## src/rtl/coin_acceptor.sv

```systemverilog
// Coin sensor front end: synchronize, debounce, reject overlapping coins,
// and buffer one qualified coin while the vending FSM is busy.
module coin_acceptor #(
  parameter int unsigned DEBOUNCE_CYCLES = 4
) (
  input  logic       clk,
  input  logic       reset,
  input  logic       raw_n,
  input  logic       raw_d,
  input  logic       raw_q,
  input  logic       busy,
  output logic       N,
  output logic       D,
  output logic       Q,
  output logic       REJ,
  output logic       pending,
  output logic [7:0] rej_count
);

  typedef enum logic [1:0] {
    IDLE,
    QUAL,
    RELEASE
  } state_e;

  localparam logic [7:0] DB = DEBOUNCE_CYCLES[7:0];

  // Bit order {q, d, n}; a coin id is the bit index.
  logic [2:0] sync1_q, sync2_q, s;
  state_e     state_q, state_d;
  logic [7:0] cnt_q, cnt_d;
  logic [1:0] id_q, id_d;
  logic       qual_q, qual_d;
  logic       frej_q, frej_d;
  logic [2:0] lat_mask, others;
  logic       lat;

  logic [2:0] out_q, out_d;
  logic       rej_q, rej_d;
  logic       pend_q, pend_d;
  logic [1:0] pid_q, pid_d;
  logic [7:0] rcnt_q, rcnt_d;

  assign s        = sync2_q;
  assign lat_mask = 3'b001 << id_q;
  assign lat      = |(s & lat_mask);
  assign others   = s & ~lat_mask;

  always_ff @(posedge clk) begin
    if (!reset) begin
      sync1_q <= '0;
      sync2_q <= '0;
      state_q <= RELEASE;
      cnt_q   <= '0;
      id_q    <= '0;
      qual_q  <= 1'b0;
      frej_q  <= 1'b0;
    end else begin
      sync1_q <= {raw_q, raw_d, raw_n};
      sync2_q <= sync1_q;
      state_q <= state_d;
      cnt_q   <= cnt_d;
      id_q    <= id_d;
      qual_q  <= qual_d;
      frej_q  <= frej_d;
    end
  end

  always_comb begin
    state_d = state_q;
    cnt_d   = cnt_q;
    id_d    = id_q;
    qual_d  = 1'b0;
    frej_d  = 1'b0;
    unique case (state_q)
      IDLE: begin
        if ($onehot(s)) begin
          id_d    = s[0] ? 2'd0 : (s[1] ? 2'd1 : 2'd2);
          cnt_d   = 8'd1;
          state_d = QUAL;
        end else if (s != 3'b000) begin
          frej_d  = 1'b1;
          cnt_d   = '0;
          state_d = RELEASE;
        end
      end
      QUAL: begin
        if (others != 3'b000) begin
          frej_d  = 1'b1;
          cnt_d   = '0;
          state_d = RELEASE;
        end else if (!lat) begin
          cnt_d   = '0;
          state_d = IDLE;
        end else if (cnt_q + 8'd1 == DB) begin
          qual_d  = 1'b1;
          cnt_d   = '0;
          state_d = RELEASE;
        end else begin
          cnt_d = cnt_q + 8'd1;
        end
      end
      RELEASE: begin
        // A line stuck high keeps us here, so it yields one event only.
        if (s != 3'b000) begin
          cnt_d = '0;
        end else if (cnt_q + 8'd1 == DB) begin
          cnt_d   = '0;
          state_d = IDLE;
        end else begin
          cnt_d = cnt_q + 8'd1;
        end
      end
      default: begin
        cnt_d   = '0;
        state_d = RELEASE;
      end
    endcase
  end

  always_comb begin
    out_d  = 3'b000;
    rej_d  = frej_q;
    pend_d = pend_q;
    pid_d  = pid_q;
    if (!busy && pend_q) begin
      out_d = 3'b001 << pid_q;
      if (qual_q) pid_d = id_q;
      else        pend_d = 1'b0;
    end else if (!busy && qual_q) begin
      out_d = 3'b001 << id_q;
    end else if (busy && !pend_q && qual_q) begin
      pend_d = 1'b1;
      pid_d  = id_q;
    end else if (busy && pend_q && qual_q) begin
      rej_d = 1'b1;
    end
    rcnt_d = (rej_d && rcnt_q != 8'hFF) ? rcnt_q + 8'd1 : rcnt_q;
  end

  always_ff @(posedge clk) begin
    if (!reset) begin
      out_q  <= '0;
      rej_q  <= 1'b0;
      pend_q <= 1'b0;
      pid_q  <= '0;
      rcnt_q <= '0;
    end else begin
      out_q  <= out_d;
      rej_q  <= rej_d;
      pend_q <= pend_d;
      pid_q  <= pid_d;
      rcnt_q <= rcnt_d;
    end
  end

  assign N         = out_q[0];
  assign D         = out_q[1];
  assign Q         = out_q[2];
  assign REJ       = rej_q;
  assign pending   = pend_q;
  assign rej_count = rcnt_q;

endmodule

```

## config.mk

```make
export PLATFORM = sky130hd
export DESIGN_NAME = coin_acceptor
export DESIGN_NICKNAME = d
export VERILOG_FILES = /design/src/rtl/coin_acceptor.sv
export SDC_FILE = /design/constraint.sdc
export NUM_CORES = 1
export LEC_CHECK = 0
export BUFFER_PORTS_ARGS = -buffer_cell sky130_fd_sc_hd__buf_2
export CAP_MARGIN = 15
export CORE_MARGIN = 5
export CORE_UTILIZATION = 60
export DETAILED_ROUTE_END_ITERATION = 8
export GPL_ROUTABILITY_DRIVEN = 0
export HOLD_SLACK_MARGIN = 0.02
export PLACE_DENSITY = 0.82
export SLEW_MARGIN = 5
export SYNTH_ARGS = -nofsm -noshare
export SYNTH_HDL_FRONTEND = slang
export SYNTH_SLANG_ARGS = --single-unit
```

## constraint.sdc

```tcl
create_clock -name clk -period 5 [get_ports clk]
set_input_delay 0.25 -clock clk [delete_from_list [all_inputs] [get_ports clk]]
set_output_delay 0.25 -clock clk [all_outputs]
set_load 0.005 [all_outputs]
```

# == Word level (Yosys, flattened, before mapping) ==
# Index checks and enable logic that the tools add are counted.
# op_classes
n_addsub,4
eq_ne,12
shift,2
n_mux,36
n_bitwise,6
reduce_logical,19
# ops
op,count
$mux W8,6
$mux W2,13
$pmux W8 S3,1
$add A8 B1 Y8 const B,2
$mux W1,12
$ne A2 B2 Y1 const B,5
$eq A8 B3 Y1 const B,1
$ne A8 B8 Y1 const B,1
$logic_and A1 B1 Y1,7
$and A3 B3 Y3,2
$mux W3,2
$pmux W2 S3,1
$reduce_and A3 Y1,2
$reduce_bool A3 Y1,2
$shl A1 B2 Y3 const A,2
$eq A2 B1 Y1 const B,2
$ne A4 B4 Y1 const B,1
$reduce_and A4 Y1,1
$reduce_or A4 Y1,1
$ne A3 B3 Y1 const B,1
$not A1 Y1,3
$not A3 Y3,1
$reduce_or A3 Y1,1
$add A1 B1 Y2,1
other kinds (7),8
# word_totals
regBits,35
inputBits,6
output_inout_bits,13
wordCells,91

# == Longest topological paths before layout ==
# logic_depth
word_depth,7
mapped_depth,8
ltp_nobuf,6

# == Worst setup path before layout ==
# Ideal clock, no wire load.
# synth_timing
path_type,reg2reg
from,"register sync2_q[1], in the netlist s[1]"
to,register cnt_q[3]
t_arrival_ps,1896
required_ps,4865
setup_slack_ps,2969
stages_incl_launch_ff,8
path_cell_list,dfxtp_1 inv_1 fa_1 nand2b_1 and3_1 clkbuf_1 a2111oi_0 a311oi_1
# synth_via
elab_chain_len,5
elab_cells_between_ends,14
classes_between,add/sub: 2; eq/ne: 2; mux: 5; bitwise: 2; reduce/logical: 3
# synth_lines
item,line_no,text
"start, declared",29,"logic [2:0] sync1_q, sync2_q, s;"
"start signal, assigned",60,sync2_q <= sync1_q;
$add A1 B1 Y2 (implied by the code) / $and A3 B3 Y3 (equally long branches),"77, 46",
$add A2 B1 Y2 (implied by the code) / $reduce_or A3 Y1 (equally long branches),"77, 46",
$eq A2 B1 Y1 / $mux W8 (equally long branches),"77, 92",
"$mux W8, on equally long branches","77, 88",
$pmux W8 S3,75,unique case (state_q)
"end signal, assigned",62,cnt_q <= cnt_d;
"end, declared",31,"logic [7:0] cnt_q, cnt_d;"
# Parallel ways exist; a longest one is shown, timed or not.
# A chain may end at the register's enable or synchronous reset.

# == Worst setup path in the final report ==
# layout_timing
from,"register sync2_q[1], in the netlist s[1]"
to,register cnt_q[4]
# Same word-level chain as after synthesis.

==> results.yml <==
finish:
  utilization: 0.675
  syn2layout_area_growth_pct: 8.87
  instances_no_fill: 230
  n_antenna_cell: 0
  mostFrequentLayoutCells: "dfxtp_1, buf_2, nor2_1"
  layout.nets: 207
  fill_cells: 234
  drive_above_1_share: 0.176
  fin_area_sq_um: 1830
  final_common_cell: "dfxtp_1"
synthesis:
  synth_area_sq_um: 1680
  syn_nets: 192
  seq_area_frac_synth: 0.417
  synth_edf_count: 0
  synth-seq-cells: 35
  syn_inst: 183
  synth-main-ff-cell: "dfxtp_1"
  async_flop_share: 0
  synth.distinct_cells: 51
  yosysWarnings: 0
  synth.avg_cell_area_sq_um: 9.18
grt:
  grt_overflow: 0
  first_global_vias: 1382
  track_usage: 0.187
  grt_pass1_wl_um: 6020
  antenna_found_initial: 0
  grt_start_max_net_pins: 23
die:
  initial_core_util: 0.620
  core_region_area_sq_um: 2710
  die_h_um: 62.9
  ios: 19
  rows: 19
  die_w_um: 62.9
  die_area_sq_um: 3960
worst_setup_path:
  critPathRequiredTime_ns: 5.19
  cp-end-kind: "register"
  max_stage_delay_ns: 0.58
  cpMaxStageDelayCell: "a2111oi_0"
  path_max_fanout: 9
  r2r_start: "s[1]"
  path_cells: "inv_1, fa_1, nand2b_1, and3_1, a2111oi_0, a311oi_1"
  crit_arrival_ns: 2.54
  crit_type: "register to register"
  startpoint_type: "register"
  setup.worst_path.start: "s[1]"
placement:
  port_buffers: 18
  dp.cells: 222
  place_area_sq_um: 1760
  post-place-ws_ns: 2.72
  hpwl_um: 2380
worst_hold_path:
  hold_start: "raw_q"
  min_path_type: "primary input to register"
pwr:
  powerDensity_nw_per_um2: 269
  power.total_mw: 0.491
  ir_drop_v: 0.000243
  leakage_nw: 0.685
clock_network:
  htree_levels: 2
  cts_hold_repair.buffers: 0
  numCtsBuffers: 5
  clk_path_buf_depth: 2
  post_cts_buffers: 0
  root_buffer: "clkbuf_4"
  cts.clk_slew.worst_paths_ns: 0.10
  clkSinkCount: 35
  worstSkewPairLatency_ns: 0.33
  cts_resized: 0
  cts_tree: "built"
sta:
  finalSetupViolCount: 0
  hold_ws_ns: 0.120
  min_period_ns: 2.35
  period_share: 0.470
  slew_headroom: 0.585
  finClkSkew_ns: 0.00449
  fmax_mhz: 426
  tightestPinTransition_ns: 0.619
  hold_violations: 0
  layout_setup_ws_ns: 2.65
  fin_setup_tns_ns: 0
  drv_slew: 0
  rsz0062_at_grt: "no"
drt:
  drt_first_pass_iters: 4
  wl_per_cell_um: 14.7
  drc: 0
  vias_per_cell: 6.37
  vias: 1464
  drt_iter0_drc: 64
  postRouteAntennaNets: 0
  drt_wl_total_um: 3380
flow_run:
  maxCapViolCount: 0
run_status:
  status: "finished clean"
-- worst paths after layout --
check / end / slack, ns / depth (start not counted)
worst max-delay path: cnt_q[4] / 2.65 / 6
worst min-delay path: sync1_q[2] / 0.12 / 2
worst max register to register: cnt_q[4] / 2.65 / 6
worst min register to register: s[2] / 0.44 / 1
-- synthesized netlist by cell type, drive strengths merged, types with 3 or more instances --
cell      n  area share
a2111oi   6       0.042
a21oi     7       0.021
a311oi    4       0.021
a31oi     4       0.015
and2      7       0.026
and3      5       0.019
clkbuf    8       0.018
dfxtp    35        0.42
inv       8       0.018
mux2i     3       0.018
nand2     9       0.020
nand2b    3       0.011
nand3     7       0.021
nor2     15       0.034
nor3      7       0.028
nor4      3       0.015
nor4b     3       0.016
o21ai     7       0.021
xnor2     4       0.021
-- state kept, by name (all words and copies together), names as in the netlist, 2 cells and up --
signal     flops
state_q        2
rej_count      8
sync1_q        3
s              3
cnt_q          8
out_q          3
id_q           2
pid_q          2
-- cells by family (layout without fill, tap and decap cells) --
group,after synthesis,count (layout),share of synthesized area
simple gates,74,74,0.262
compound gates,43,43,0.192
flops,35,35,0.417
buf+inv,18,34,0.0469
xor+xnor,6,6,0.0313
mux,4,4,0.0246
fa+ha+maj,3,3,0.0268
-- layer usage --
layer,track usage,vias up,routed length [um]
met4,0.0875,0,84
li1,-,711,-
met5,0,-,0
met2,0.291,73,1570
met3,0.0504,10,252
met1,0.237,670,1470
-- critical path, delay by kind of cell (launching register included) --
| family | cells | cell delay (ns) |
|---|---|---|
| DFF | 1 | 0.43 |
| buffers and inverters | 1 | 0.15 |
| and+or+nand+nor | 2 | 0.45 |
| adders and majority gates | 1 | 0.46 |
| AOI/OAI and AO/OA | 2 | 0.71 |
-- where the power goes --
part	leakage (nW)	switching, mW	internal (mW)	total (mW)
logic	0.363	0.0185	0.0116	0.0301
registers	0.284	0.00458	0.283	0.288
clock network	0.0386	0.0906	0.0828	0.173
-- layout make-up --
type,count,area [sq um],area share
repair buffers,18,90.1,0.0493
flip-flops and latches,35,701,0.383
clock buffers,8,68.8,0.0376
multi-input cells,130,900,0.492
inverters,8,30.0,0.0164
well taps,31,38.8,0.0212
Power figures use the tool's default switching activity.
